===== config.mk =====
export PLATFORM = sky130hd
export DESIGN_NAME = latch7475_ctrl
export DESIGN_NICKNAME = d
export VERILOG_FILES = /design/src/rtl/latch7475_ctrl_pkg.sv /design/src/rtl/latch7475_ctrl_rr_arb2.sv /design/src/rtl/latch7475_ctrl.sv
export SDC_FILE = /design/constraint.sdc
export NUM_CORES = 1
export LEC_CHECK = 0
export CAP_MARGIN = 20
export CORE_MARGIN = 5
export CORE_UTILIZATION = 43
export CTS_CLUSTER_SIZE = 24
export DETAILED_ROUTE_END_ITERATION = 8
export HOLD_SLACK_MARGIN = 0.12
export PLACE_DENSITY = 0.82
export SYNTH_ARGS = -nofsm -noshare
export SYNTH_HDL_FRONTEND = slang
export SYNTH_HIERARCHICAL = 1
export SYNTH_SLANG_ARGS = --single-unit

===== constraint.sdc =====
create_clock -name clk -period 1.6 [get_ports clk]
set_input_delay 0.24 -clock clk [delete_from_list [all_inputs] [get_ports clk]]
set_output_delay 0.24 -clock clk [all_outputs]
set_load 0.02 [all_outputs]

===== src/rtl/latch7475_ctrl_pkg.sv =====
// Shared types and constants for the 7475 quad-latch write controller.
//   state_t   : controller FSM states
//   CNT_W     : width of the shared per-state cycle counter
//   HALF_C1/2 : half-select encodings (0 -> c1/d1/d2, 1 -> c2/d3/d4)
//   cnt_load  : counter reload value for a state lasting 'cycles' cycles
package latch7475_ctrl_pkg;

  localparam int CNT_W = 4;

  localparam logic HALF_C1 = 1'b0;
  localparam logic HALF_C2 = 1'b1;

  typedef enum logic [2:0] {
    IDLE   = 3'd0,
    SETUP  = 3'd1,
    STROBE = 3'd2,
    HOLD   = 3'd3,
    ACK    = 3'd4
  } state_t;

  // The counter counts down to zero, so a state lasting N cycles loads N-1.
  function automatic logic [CNT_W-1:0] cnt_load(input int cycles);
    return CNT_W'(cycles - 1);
  endfunction

endpackage


===== src/rtl/latch7475_ctrl_rr_arb2.sv =====
// Two-requester round-robin arbiter.
//   clk, rst : clock and synchronous active-high reset
//   req[1:0] : request vector
//   advance  : commit the current grant (updates the last-grant register)
//   gnt[1:0] : one-hot grant, all-zero when nothing is requested
// On contention the requester not granted last wins. last_reg resets to 1
// so requester 0 wins the first contended arbitration.
module rr_arb2 (
  input  logic       clk,
  input  logic       rst,
  input  logic [1:0] req,
  input  logic       advance,
  output logic [1:0] gnt
);

  logic last_reg;

  always_comb begin
    gnt = req;
    if (req == 2'b11) begin
      gnt = last_reg ? 2'b01 : 2'b10;
    end
  end

  always_ff @(posedge clk) begin
    if (rst) begin
      last_reg <= 1'b1;
    end else if (advance && (gnt != 2'b00)) begin
      last_reg <= gnt[1];
    end
  end

endmodule


===== src/rtl/latch7475_ctrl.sv =====
// Write controller sharing one 7475 quad latch between two requesters.
//   clk, rst          : clock and synchronous active-high reset
//   req0/1, sel0/1    : write request and target half (0 -> c1, 1 -> c2)
//   data0/1           : write data, bit0 -> d1/d3, bit1 -> d2/d4
//   ack0/1            : one-cycle completion pulse to the granted requester
//   d1..d4, c1, c2    : registered latch data and enable pins
//   busy              : high whenever the FSM is not in IDLE
// Sequence per write: IDLE (grant, load data) -> SETUP -> STROBE -> HOLD -> ACK.
// SETUP_CYCLES, EN_CYCLES and HOLD_CYCLES are legal in the range 1..15.
module latch7475_ctrl
  import latch7475_ctrl_pkg::*;
#(
  parameter int SETUP_CYCLES = 1,
  parameter int EN_CYCLES    = 1,
  parameter int HOLD_CYCLES  = 1
) (
  input  logic       clk,
  input  logic       rst,
  input  logic       req0,
  input  logic       req1,
  input  logic       sel0,
  input  logic       sel1,
  input  logic [1:0] data0,
  input  logic [1:0] data1,
  output logic       ack0,
  output logic       ack1,
  output logic       d1,
  output logic       d2,
  output logic       d3,
  output logic       d4,
  output logic       c1,
  output logic       c2,
  output logic       busy
);

  state_t           state_reg, state_next;
  logic [CNT_W-1:0] cnt_reg, cnt_next;
  logic             gnt_idx_reg;
  logic             sel_reg;
  logic [1:0]       ack_reg, ack_next;
  logic [1:0]       en_next;
  logic [1:0]       gnt;
  logic             grant_now;
  logic             win_idx;
  logic             win_sel;
  logic [1:0]       win_data;

  // A grant only happens from IDLE; a request dropped before this point
  // simply never shows up in gnt.
  assign grant_now = (state_reg == IDLE) && (gnt != 2'b00);

  rr_arb2 u_arb (
    .clk     (clk),
    .rst     (rst),
    .req     ({req1, req0}),
    .advance (grant_now),
    .gnt     (gnt)
  );

  assign win_idx  = gnt[1];
  assign win_sel  = win_idx ? sel1  : sel0;
  assign win_data = win_idx ? data1 : data0;

  // State register plus the per-transaction context captured at grant.
  always_ff @(posedge clk) begin
    if (rst) begin
      state_reg   <= IDLE;
      cnt_reg     <= '0;
      gnt_idx_reg <= 1'b0;
      sel_reg     <= HALF_C1;
      ack_reg     <= '0;
    end else begin
      state_reg <= state_next;
      cnt_reg   <= cnt_next;
      ack_reg   <= ack_next;
      if (grant_now) begin
        gnt_idx_reg <= win_idx;
        sel_reg     <= win_sel;
      end
    end
  end

  // Next-state logic; the shared counter is reloaded on every state entry.
  always_comb begin
    state_next = state_reg;
    cnt_next   = cnt_reg;
    unique case (state_reg)
      IDLE: begin
        if (grant_now) begin
          state_next = SETUP;
          cnt_next   = cnt_load(SETUP_CYCLES);
        end
      end
      SETUP: begin
        if (cnt_reg == '0) begin
          state_next = STROBE;
          cnt_next   = cnt_load(EN_CYCLES);
        end else begin
          cnt_next = cnt_reg - CNT_W'(1);
        end
      end
      STROBE: begin
        if (cnt_reg == '0) begin
          state_next = HOLD;
          cnt_next   = cnt_load(HOLD_CYCLES);
        end else begin
          cnt_next = cnt_reg - CNT_W'(1);
        end
      end
      HOLD: begin
        if (cnt_reg == '0) begin
          state_next = ACK;
          cnt_next   = '0;
        end else begin
          cnt_next = cnt_reg - CNT_W'(1);
        end
      end
      ACK: begin
        state_next = IDLE;
        cnt_next   = '0;
      end
      default: begin
        state_next = IDLE;
        cnt_next   = '0;
      end
    endcase
  end

  // Outputs are decoded from state_next and registered, so the pins change
  // in the same cycle as the state and carry no decode glitches. Only one
  // bit of en_next can ever be set, keeping c1 and c2 mutually exclusive.
  always_comb begin
    en_next  = '0;
    ack_next = '0;
    if (state_next == STROBE) begin
      en_next[sel_reg] = 1'b1;
    end
    if (state_next == ACK) begin
      ack_next[gnt_idx_reg] = 1'b1;
    end
  end

  // One data/enable register set per latch half; index matches HALF_C1/HALF_C2.
  for (genvar gi = 0; gi < 2; gi++) begin : g_half
    logic [1:0] d_reg;
    logic       en_reg;

    always_ff @(posedge clk) begin
      if (rst) begin
        d_reg  <= '0;
        en_reg <= 1'b0;
      end else begin
        en_reg <= en_next[gi];
        // Only the targeted half is loaded; the other keeps its last value.
        if (grant_now && (win_sel == 1'(gi))) begin
          d_reg <= win_data;
        end
      end
    end
  end

  assign d1   = g_half[0].d_reg[0];
  assign d2   = g_half[0].d_reg[1];
  assign d3   = g_half[1].d_reg[0];
  assign d4   = g_half[1].d_reg[1];
  assign c1   = g_half[0].en_reg;
  assign c2   = g_half[1].en_reg;
  assign ack0 = ack_reg[0];
  assign ack1 = ack_reg[1];
  assign busy = (state_reg != IDLE);

endmodule


# Yosys cells after proc, flatten, opt, wreduce, memory -nomap -nowiden
# Cells that the tools add are included.
[op_classes]
add_sub_neg = 1
n_lt_le_gt_ge = 4
n_eq_ne = 7
mux = 16
bitwise = 3
n_reduce_logical = 13
[op_table]
columns = ["cell", "count"]
rows = [
  ["$mux W3", 4],
  ["$pmux W3 S4", 1],
  ["$eq A3 B2 Y1 const B", 3],
  ["$mux W4", 2],
  ["$pmux W4 S2", 1],
  ["$logic_and A1 B1 Y1", 6],
  ["$mux W2", 3],
  ["$logic_not A4 Y1", 1],
  ["$lt A1 B2 Y1 const B", 2],
  ["$reduce_or A2 Y1", 2],
  ["$sub A4 B1 Y4 const B", 1],
  ["$eq A3 B1 Y1 const B", 1],
  ["$eq A3 B3 Y1 const B", 1],
  ["$logic_not A3 Y1", 1],
  ["$mux W1", 3],
  ["$not A1 Y1", 3],
  ["$reduce_bool A3 Y1", 1],
  ["$reduce_or A3 Y1", 1],
  ["$demux W1 S1", 2],
  ["$eq A2 B2 Y1 const B", 1],
  ["$ge A1 B1 Y1 const B", 2],
  ["$ne A2 B2 Y1 const B", 1],
  ["$reduce_bool A2 Y1", 1],
]
[totals]
register_bits = 18
in_bits = 10
output_inout_bits = 9
wordCells = 54

# Longest topological paths before layout
[logic_depth]
word_depth = 9
ltp_mapped = 6
ltp_nobuf = 6

# Modules after synthesis
# The synthesis kept the hierarchy.
[modules_own_cells]
columns = ["mod", "instances", "cells_per_inst", "area_per_inst_um2"]
rows = [
  ["latch7475_ctrl", 1, 78, 792.0],
  ["rr_arb2", 1, 7, 61.3],
]

# Least setup slack after synthesis
# No wires, ideal clock.
[synth_timing]
path_kind = "flip-flop to flip-flop"
startpoint = "register u_arb.last_reg"
endpoint = "register g_half[0].d_reg[0]"
arrival_time_ns = 1.446
setup_slack_ns = 0.031
stages_incl_launch_ff = 6
path_cell_list = "dfxtp_1 a21boi_0 buf_2 mux2i_1 nor3b_4 mux2_1"
[synth_between]
elab_chain_len = 5
word_cells_on_any_way = 8
[synth_lines]
columns = ["element", "line", "text"]
rows = [
  ["from (decl)", "latch7475_ctrl_rr_arb2.sv:16", "logic last_reg;"],
  ["from (signal assigned)", "latch7475_ctrl_rr_arb2.sv:29", "last_reg <= gnt[1];"],
  ["$mux W2 *", "latch7475_ctrl_rr_arb2.sv:21", "gnt = last_reg ? 2'b01 : 2'b10;"],
  ["$mux W2 *", "latch7475_ctrl_rr_arb2.sv:20", "if (req == 2'b11) begin"],
  ["net gnt[1]", "latch7475_ctrl.sv:42", "logic [1:0] gnt;"],
  ["$reduce_bool A2 Y1 or $mux W1 (tied branches)", "latch7475_ctrl.sv:50, latch7475_ctrl.sv:61", ""],
  ["$logic_and A1 B1 Y1 or $not A1 Y1 (tied branches)", "latch7475_ctrl.sv:50, latch7475_ctrl.sv:155", ""],
  ["$logic_and A1 B1 Y1", "latch7475_ctrl.sv:155", "if (grant_now && (win_sel == 1'(gi))) begin"],
  ["to (signal assigned)", "latch7475_ctrl.sv:156", "d_reg <= win_data;"],
  ["to (decl)", "latch7475_ctrl.sv:145", "logic [1:0] d_reg;"],
]
# The timed path passes the listed nets; every way through them passes the cells marked *.
# A chain may end at the register's enable or synchronous reset.

# Worst setup path after layout
[layout_timing]
startpoint = "register u_arb.last_reg"
endpoint = "register g_half[0].d_reg[1]"
# Same word-level chain as after synthesis.

==> impl_metrics.env <==
export IMPL_status="completed"
export IMPL_diodes=0
export IMPL_io_buffers=18
export IMPL_worstSetupPathType="reg -> reg"
export IMPL_path_cells="a21boi_2 -> mux2i_1 -> nor3b_4 -> mux2_4"
export IMPL_max_cap_violations=0
export IMPL_grt_pass1_vias=779
export IMPL_grt_max_degree=11
export IMPL_vias_per_cell=5.16
export IMPL_cp_slowest_cell="dfxtp_2"
export IMPL_synth_edf_count=0
export IMPL_rows=16
export IMPL_slew_headroom_pct=72.7
export IMPL_combPwrFrac_pct=31.9
export IMPL_cts_tree="yes"
export IMPL_grt_usage_pct=16.0
export IMPL_cts_hold_buf=0
export IMPL_cp_required_ps=1800
export IMPL_min_path_type="in -> reg"
export IMPL_synth_top_area_cell="dfxtp_1"
export IMPL_path_max_fanout=4
export IMPL_cts_sinks=18
export IMPL_netlist_area_sq_um=853
export IMPL_rr_worst_depth=4
export IMPL_tightest_slew_ps=406
export IMPL_fillers=175
export IMPL_timing_rr_end="g_half[0].d_reg[1]"
export IMPL_start_kind="flop"
export IMPL_yosysMostFrequentCell="dfxtp_1"
export IMPL_die_width_um=54.5
export IMPL_switchingPower_uw=356
export IMPL_hold_start="req0"
export IMPL_syn_nets=95
export IMPL_synth_top_area_share_pct=42.2
export IMPL_finalHoldViolations=0
export IMPL_worst_endpoint_arrival_ps=1720
export IMPL_clkTransAtPathRegs_ps=110
export IMPL_drv_slew=0
export IMPL_syn2layout_area_growth_pct=41.6
export IMPL_synthArstFlopShare_pct=0
export IMPL_antenna_left=0
export IMPL_switching_share_pct=30.4
export IMPL_min_period_over_period_pct=94.8
export IMPL_core_sq_mm=0.00192
export IMPL_dp_slack_ps=-475
export IMPL_finalSetupViolCount=0
export IMPL_synthTopCellsByCount="18 x dfxtp_1, 5 x mux2i_1, 5 x nor2_1, 5 x nor2b_1"
export IMPL_synth_cell_types=38
export IMPL_drcViolationCount=0
export IMPL_cts_path_max_buffers=2
export IMPL_yosysSeqAreaShare_pct=42.2
export IMPL_worstSkewPairLatency_ps=300
export IMPL_grt_setup_unrepaired="no"
export IMPL_synth_area_leaders="dfxtp_1 42%, mux2i_1 5.9%, mux2_1 5.3%"
export IMPL_min_to="u_arb/last_reg"
export IMPL_dr_pass1_iters=4
export IMPL_grt_pass1_wl_um=3370
export IMPL_intPower_uw=814
export IMPL_multiInputGateArea_sq_um=474
export IMPL_final_layout_size_suffix_gt1_share_pct=27.7
export IMPL_synth_ff_type="dfxtp_1"
export IMPL_slowest_delay_ps=360
export IMPL_peakVddDrop_uv=630
export IMPL_cts_htree_levels=1
export IMPL_yosysWarnings=6
export IMPL_gp_congestion=0.774
export IMPL_cts_root_buf="clkbuf_4"
export IMPL_path_buf_inv=0
export IMPL_wl_um=1940
export IMPL_cpLargestDelayFamily="multiplexers"
export IMPL_drt_iter0_drc=11
export IMPL_numCtsBuffers=3
export IMPL_seqPwrFrac_pct=43.6
export IMPL_pwr_density_cell_mw_per_mm2=969
export IMPL_end_kind="flop"
export IMPL_fin_worst_skew_ps=3.97
export IMPL_die_h_um=54.5
export IMPL_clkPwrFrac_pct=24.5
export IMPL_antenna_found_initial=0
export IMPL_rrSetupSlack_ps=80
export IMPL_syn_avg_cell_area_sq_um=10.0
export IMPL_regArea_sq_um=362
export IMPL_holdPathStages=3
export IMPL_die_area_sq_mm=0.00298
export IMPL_num_io_pins=19
export IMPL_start_util_pct=44.4
export IMPL_gr_total_overflow=0
export IMPL_period_needed_ps=1520
export IMPL_synth_cells=85
export IMPL_worst_slack_ps=83.2
export IMPL_wl_per_cell_um=13.3
export IMPL_reg2reg_from="u_arb/last_reg"
export IMPL_nNetsFinal=130
export IMPL_fin_hold_ws_ps=346
export IMPL_vias=754
export IMPL_synth_seq_cells=18
export IMPL_max_freq_mhz=659
export IMPL_stdcell_count=146
export IMPL_dp_hpwl_um=1490
export IMPL_leakagePower_nw=0.520
export IMPL_dp_cells=142
-- power by group through the flow --
| stage | registers (mW) | clock network, mW | logic [mW] |
|---|---|---|---|
| after floorplan | 0.541 | 0 | 0.178 |
| after global placement | 0.516 | 0 | 0.359 |
| after detailed placement | 0.519 | 0 | 0.371 |
| after CTS | 0.510 | 0.289 | 0.371 |
| after global routing | 0.517 | 0.312 | 0.402 |
| final | 0.511 | 0.287 | 0.373 |
-- worst max path at each step --
stage,from,end,depth (start not counted)
2_1_floorplan,u_arb/last_reg,g_half[0].d_reg[0],5
6_report,u_arb/last_reg,g_half[0].d_reg[1],4
3_5_place_dp,req1,g_half[0].d_reg[1],5
5_1_grt,u_arb/last_reg,g_half[0].d_reg[1],4
4_1_cts,state_reg[2],busy,3
3_3_place_gp,req1,g_half[0].d_reg[1],5
-- metal layers --
layer	wire, um	global-route usage [%]	up-vias
li1	-	-	374
met3	55	2.45	4
met5	0	0	-
met2	1020	30.7	19
met1	821	16.7	357
met4	35	7.47	0
-- cell usage in the layout (no fill, tap or decap), drive strengths merged, types with 2 or more instances in the layout --
master	n
nand3	4
nor2	6
a31oi	2
o21ai	2
clkbuf	5
inv	5
nor2b	5
dfxtp	18
nor4	3
and3	2
nor3	2
clkdlybuf4s50	15
a21boi	4
a21oi	3
mux2i	5
mux2	4
nand2	3
buf	14
nor3b	2
-- worst reg2reg max path, stage by stage (launching register included) --
cell and delay (ps):
dfxtp_2 360, a21boi_2 160, mux2i_1 260, nor3b_4 310, mux2_4 330
-- logic make-up (layout without fill, tap and decap cells) --
family / after synthesis / count (layout) / share of synthesized area, %
simple gates: 34 / 34 / 28.9
flops: 18 / 18 / 42.2
compound gates: 17 / 17 / 14.2
mux: 9 / 9 / 11.1
buf+inv: 7 / 41 / 3.52
-- area by class of cell --
cell class / count / share of cell area (%)
Sequential cell: 18 / 29.9
Inverter: 5 / 1.76
Clock buffer: 4 / 3.00
Tap cell: 27 / 2.80
Timing Repair Buffer: 32 / 23.3
Multi-Input combinational cell: 60 / 39.2
-- what timing repair did --
action	in CTS	in global routing
resized for setup	5	5
buffers inserted	0	0
cloned	0	0
endpoints found under the setup margin	5	3
pin swaps	0	2
-- per-stage QoR --
stage                     TNS (ps)  util [%]  instance area, sq um  power (mW)
final                            0      62.9                  1210        1.17
after global routing             0      62.9                  1210        1.23
after CTS                        0      62.7                  1200        1.17
after detailed placement     -3000      60.5                  1160       0.889
after global placement       -2500      60.5                  1160       0.875
after floorplan                  0         -                   853       0.719
(Power assumes the default switching activity.)
